$ cat config.mk
export PLATFORM = sky130hd
export DESIGN_NAME = seg7_scan_decoder
export DESIGN_NICKNAME = d
export VERILOG_FILES = /design/src/rtl/seg7_scan_decoder.sv
export SDC_FILE = /design/constraint.sdc
export NUM_CORES = 1
export LEC_CHECK = 0
export BUFFER_PORTS_ARGS = -buffer_cell sky130_fd_sc_hd__buf_2
export CAP_MARGIN = 20
export CORE_ASPECT_RATIO = 1.2
export CORE_UTILIZATION = 57
export CTS_BUF_LIST = sky130_fd_sc_hd__clkbuf_4 sky130_fd_sc_hd__clkbuf_8
export DETAILED_ROUTE_END_ITERATION = 16
export PLACE_DENSITY = 0.79
export SLEW_MARGIN = 10
export SYNTH_ARGS = -nofsm -noshare
export SYNTH_HDL_FRONTEND = slang
export SYNTH_SLANG_ARGS = --single-unit
$ cat constraint.sdc
create_clock -name clk -period 1.6 [get_ports clk]
set_clock_uncertainty 0.05 [all_clocks]
set_input_delay 0.16 -clock clk [delete_from_list [all_inputs] [get_ports clk]]
set_output_delay 0.16 -clock clk [all_outputs]
set_load 0.02 [all_outputs]
$ cat src/rtl/seg7_scan_decoder.sv
`default_nettype none
// ============================================================================
// Module      : seg7_scan_decoder
// Description : Receives a multiplexed active-low 7-segment bus and rebuilds
//               one hex word per complete scan frame.
// Revision    : 1.0 - initial release
// ============================================================================

module seg7_scan_decoder #(
    parameter int DIGITS        = 4,
    parameter int STABLE_CYCLES = 4
) (
    input  logic                  clk,
    input  logic                  rst_n,
    input  logic [6:0]            seg_n,
    input  logic [DIGITS-1:0]     dig_n,
    output logic [4*DIGITS-1:0]   value,
    output logic                  valid,
    output logic                  err
);

    localparam int CNT_W = (STABLE_CYCLES > 2) ? $clog2(STABLE_CYCLES) : 1;
    localparam int IDX_W = (DIGITS > 1) ? $clog2(DIGITS) : 1;
    localparam logic [CNT_W-1:0] c_CNT_MAX = CNT_W'(STABLE_CYCLES - 1);
    localparam logic [CNT_W-1:0] c_CNT_PRE = CNT_W'(STABLE_CYCLES - 2);

    logic [6:0]                 seg_q,       seg_d;
    logic [DIGITS-1:0]          dig_q,       dig_d;
    logic [CNT_W-1:0]           cnt_q,       cnt_d;
    logic                       cap_q,       cap_d;
    logic [DIGITS-1:0][3:0]     shadow_q,    shadow_d;
    logic [DIGITS-1:0]          seen_q,      seen_d;
    logic                       frame_err_q, frame_err_d;
    logic [4*DIGITS-1:0]        value_q,     value_d;
    logic                       valid_q,     valid_d;
    logic                       err_q,       err_d;

    logic                       w_change;
    logic [6:0]                 w_lc;
    logic [3:0]                 w_nib;
    logic                       w_code_ok;
    logic [DIGITS-1:0]          w_sel;
    logic                       w_onehot;
    logic [IDX_W-1:0]           w_idx;
    logic                       w_frame_end;

    always_comb begin
        w_nib     = 4'h0;
        w_code_ok = 1'b1;
        w_lc      = ~seg_q;
        case (w_lc)
            7'h3F:   w_nib = 4'h0;
            7'h06:   w_nib = 4'h1;
            7'h5B:   w_nib = 4'h2;
            7'h4F:   w_nib = 4'h3;
            7'h66:   w_nib = 4'h4;
            7'h6D:   w_nib = 4'h5;
            7'h7D:   w_nib = 4'h6;
            7'h07:   w_nib = 4'h7;
            7'h7F:   w_nib = 4'h8;
            7'h6F:   w_nib = 4'h9;
            7'h77:   w_nib = 4'hA;
            7'h7C:   w_nib = 4'hB;
            7'h39:   w_nib = 4'hC;
            7'h5E:   w_nib = 4'hD;
            7'h79:   w_nib = 4'hE;
            7'h71:   w_nib = 4'hF;
            default: w_code_ok = 1'b0;
        endcase
    end

    always_comb begin
        w_sel    = ~dig_q;
        w_onehot = (w_sel != '0) && ((w_sel & (w_sel - 1'b1)) == '0);
        w_idx    = '0;
        for (int i = 0; i < DIGITS; i++) begin
            if (w_sel[i]) begin
                w_idx = IDX_W'(i);
            end
        end
    end

    always_comb begin
        seg_d    = seg_n;
        dig_d    = dig_n;
        w_change = ({seg_n, dig_n} != {seg_q, dig_q});
        cnt_d    = cnt_q;
        if (w_change) begin
            cnt_d = '0;
        end else if (cnt_q != c_CNT_MAX) begin
            cnt_d = cnt_q + 1'b1;
        end
        // Strobe is registered so the shadow write lands one edge after the count saturates.
        cap_d = !w_change && (cnt_q == c_CNT_PRE);
    end

    always_comb begin
        w_frame_end = &seen_q;
        shadow_d    = shadow_q;
        seen_d      = w_frame_end ? '0 : seen_q;
        frame_err_d = w_frame_end ? 1'b0 : frame_err_q;
        // A capture coinciding with frame end belongs to the next frame.
        if (cap_q) begin
            if (w_onehot) begin
                shadow_d[w_idx] = w_nib;
                seen_d[w_idx]   = 1'b1;
                if (!w_code_ok) begin
                    frame_err_d = 1'b1;
                end
            end else begin
                frame_err_d = 1'b1;
            end
        end
        value_d = value_q;
        err_d   = err_q;
        valid_d = 1'b0;
        if (w_frame_end) begin
            value_d = shadow_q;
            err_d   = frame_err_q;
            valid_d = 1'b1;
        end
    end

    always_ff @(posedge clk) begin
        if (!rst_n) begin
            seg_q       <= 7'h7F;
            dig_q       <= '1;
            cnt_q       <= '0;
            cap_q       <= 1'b0;
            shadow_q    <= '0;
            seen_q      <= '0;
            frame_err_q <= 1'b0;
            value_q     <= '0;
            valid_q     <= 1'b0;
            err_q       <= 1'b0;
        end else begin
            seg_q       <= seg_d;
            dig_q       <= dig_d;
            cnt_q       <= cnt_d;
            cap_q       <= cap_d;
            shadow_q    <= shadow_d;
            seen_q      <= seen_d;
            frame_err_q <= frame_err_d;
            value_q     <= value_d;
            valid_q     <= valid_d;
            err_q       <= err_d;
        end
    end

    assign value = value_q;
    assign valid = valid_q;
    assign err   = err_q;

endmodule

`default_nettype wire

==> key figures <==
Outcome
  – Status: finished clean

Cells and area
  – Multi-input logic area: 1210 µm²
  – Area Growth Syn to Fin: 19.08%
  – Layout Nets: 325
  – Layout cell share with drive strength beyond 1: 27.01%
  – Antenna diodes: 0
  – Reg area: 1071 µm²
  – Fill count: 322
  – Final core occ: 70.96%

Critical path
  – CP endpoint kind: flop
  – Startpoint Class: flop
  – Required time of the critical path: 1800 ps
  – Critical path class: reg -> reg
  – Critical Path AT: 1780 ps
  – Crit Path Max Fanout: 8

Clocking
  – Clock sinks: 53
  – Clock tree buffer depth: 2
  – Worst skew pair latency: 320 ps
  – Htree depth: 2
  – Num CTS Buffers: 5
  – Root Driver: clkbuf_8
  – Reg clk slew, reported paths: 100 ps
  – CTS tree: done

Pwr
  – Total chip power: 2.323 mW
  – PwrDens: 824.0 nW/µm²
  – Pleak: 1.062 nW
  – Maximum vdd drop: 621.1 µV

Global route
  – GRT overflow: 0
  – GR Util met2: 42.25%
  – Initial antenna violation count: 0
  – Vias in the first global route: 1765
  – GR met3 Demand/Resource: 6.028%
  – GR peak layer: met2
  – Total track usage: 23.80%
  – First-pass GRT wire length: 7721 µm
  – Largest net degree at the start of global routing: 40
  – Grt met1 use: 26.01%

STA
  – Final min period: 1572 ps
  – Final Hold Fails: 0
  – RSZ-0062 raised after global routing: yes
  – Fmax: 636.2 MHz
  – Final worst slack: 28.22 ps
  – Measured slew at the worst slew-check pin: 317.7 ps
  – Crit share post-route: 98.24%
  – Final setup viols: 0
  – Final Slew Violations: 0
  – Max-slew headroom: 78.52%

Place
  – DP HPWL: 3134 µm
  – Pre-CTS setup slack: 8.384 ps
  – Placer's final routability congestion estimate: 0.8668
  – PortBufs: 30

Route
  – Via density: 5.296
  – DRC viols: 0
  – WL final: 4724 µm
  – Vias: 1933
  – DR pass1 iterations: 4
  – First DRT Iteration DRCs: 92
  – Average wire per standard cell: 12.94 µm
  – Routed Antenna Nets: 0

Synthesis
  – Synth Flop Type: dfxtp_1
  – Synth area leaders: dfxtp_1 (45%), nand2_1 (6.2%), a21boi_0 (5.4%)
  – Number of synthesized flops with an enable pin: 0
  – Synth Net Count: 283
  – Post-Synthesis Cell Area: 2367 µm²
  – Synth top area share: 44.82%
  – Largest area contributor in the netlist: dfxtp_1
  – Ys Warns: 0
  – Syn Area/Cell: 8.833 µm²
  – Seq cells post-synth: 53
  – Async S/R FF share, synth: 0%
  – Seq/Total Area, Yosys: 44.82%
  – Distinct cells, synth: 46
  – Mapped Cells: 268

Floorplan
  – Initial core utilization: 59.59%
  – Die height: 72.60 µm
  – Die Width: 60.83 µm
  – Die area: 4416 µm²
  – Std-Cell Rows: 25
  – Core area: 3973 µm²
  – I/O pins: 31

Job
  – Max-Cap Viols: 0

Min path
  – Hold WC Path Type: in -> reg
[cell usage after synthesis, types with 2 or more instances]
cell and n:
nor2b_1 7, and2_1 2, xor2_1 2, o21ai_1 4, buf_2 10, a21boi_0 17
dfxtp_1 53, o21ai_0 18, nor3b_2 2, nand3b_1 2, or3_1 2, nand4_1 4
nor2_1 11, ha_1 2, nand3_1 5, nand2b_1 13, nor3_2 2, nand2_1 39
nor3_1 2, inv_1 2, a21oi_2 5, a21oi_1 22, clkbuf_1 8, xnor2_1 12
[sequential cells by signal (all words and copies together), names as in the netlist]
name,flops
cap_q,1
value,16
err,1
frame_err_q,1
dig_q,4
cnt_q,2
valid,1
seen_q,4
shadow_q,16
seg_q,7
[stage by stage]
stage               instances  hold WS [ps]  area, µm²  setup TNS (ps)
global route              365         9.350       2819          -48.77
floorplan                 268         211.5       2367               0
finish                    365         5.876       2819               0
detailed placement        348         325.1       2619               0
CTS                       362         2.512       2774               0
global placement          348         320.6       2619               0
[placed cells by master (no fill, tap or decap), types with 11 or more instances in the layout]
master	Yosys	final
buf_2	10	30
o21ai_0	18	18
nor2_1	11	11
dfxtp_1	53	47
xnor2_1	12	12
a21boi_0	17	17
buf_4	1	17
nand2_1	39	39
a21oi_1	22	22
nand2b_1	13	13
[cell families after synthesis]
kind of cell	count (synthesis)	share of synthesized area (%)
DFF	53	44.82
adders and majority gates	2	1.057
and+or+nand+nor	104	24.74
buffers and inverters	22	4.493
AOI/OAI and AO/OA	73	19.72
xor gates and xnor gates	14	5.180
[where the power goes]
group	switching [mW]	internal (mW)	leakage [nW]	total, mW
combinational	0.0765	0.0979	0.589	0.174
clock	0.467	0.317	0.0447	0.784
sequential	0.0306	1.33	0.429	1.36
[worst max-delay path, stage by stage (launching register included)]
cell	delay, ps
dfxtp_2	340
buf_6	130
or3b_4	430
o22ai_2	200
a21oi_2	70
o211a_4	180
a21oi_2	110
[metal layers]
metal | part of all wire [%] | routed length, µm
met5 | 0 | 0
met4 | 1.8 | 85
met3 | 2.8 | 133
met2 | 50 | 2372
met1 | 45 | 2132
[layout make-up]
cell class | instances | share of cell area (%)
Multi-Input combinational cell | 193 | 42.92
Inverter | 2 | 0.2663
Tap cell | 54 | 2.397
Sequential cell | 53 | 37.99
Timing Repair Buffer | 55 | 13.09
Clock buffer | 5 | 2.441
Clock inverter | 3 | 0.8877
[worst paths after layout]
path / from / endpoint / slack [ps] / depth (start not counted)
worst max register to register: seg_q[1] / shadow_q[2] / 30 / 6
worst max-delay path: seg_q[1] / shadow_q[2] / 30 / 6
worst min-delay path: dig_n[1] / dig_q[1] / 6 / 2
worst min register to register: value[8] / value[8] / 410 / 2
[timing repair]
action / CTS / global route
pin swaps: 0 / 7
setup buffers: 0 / 3
hold endpoints to repair: 6 / 0
setup endpoints to repair: 5 / 18
resized for setup: 1 / 10
hold buffers: 6 / 0
(Power assumes the default switching activity.)
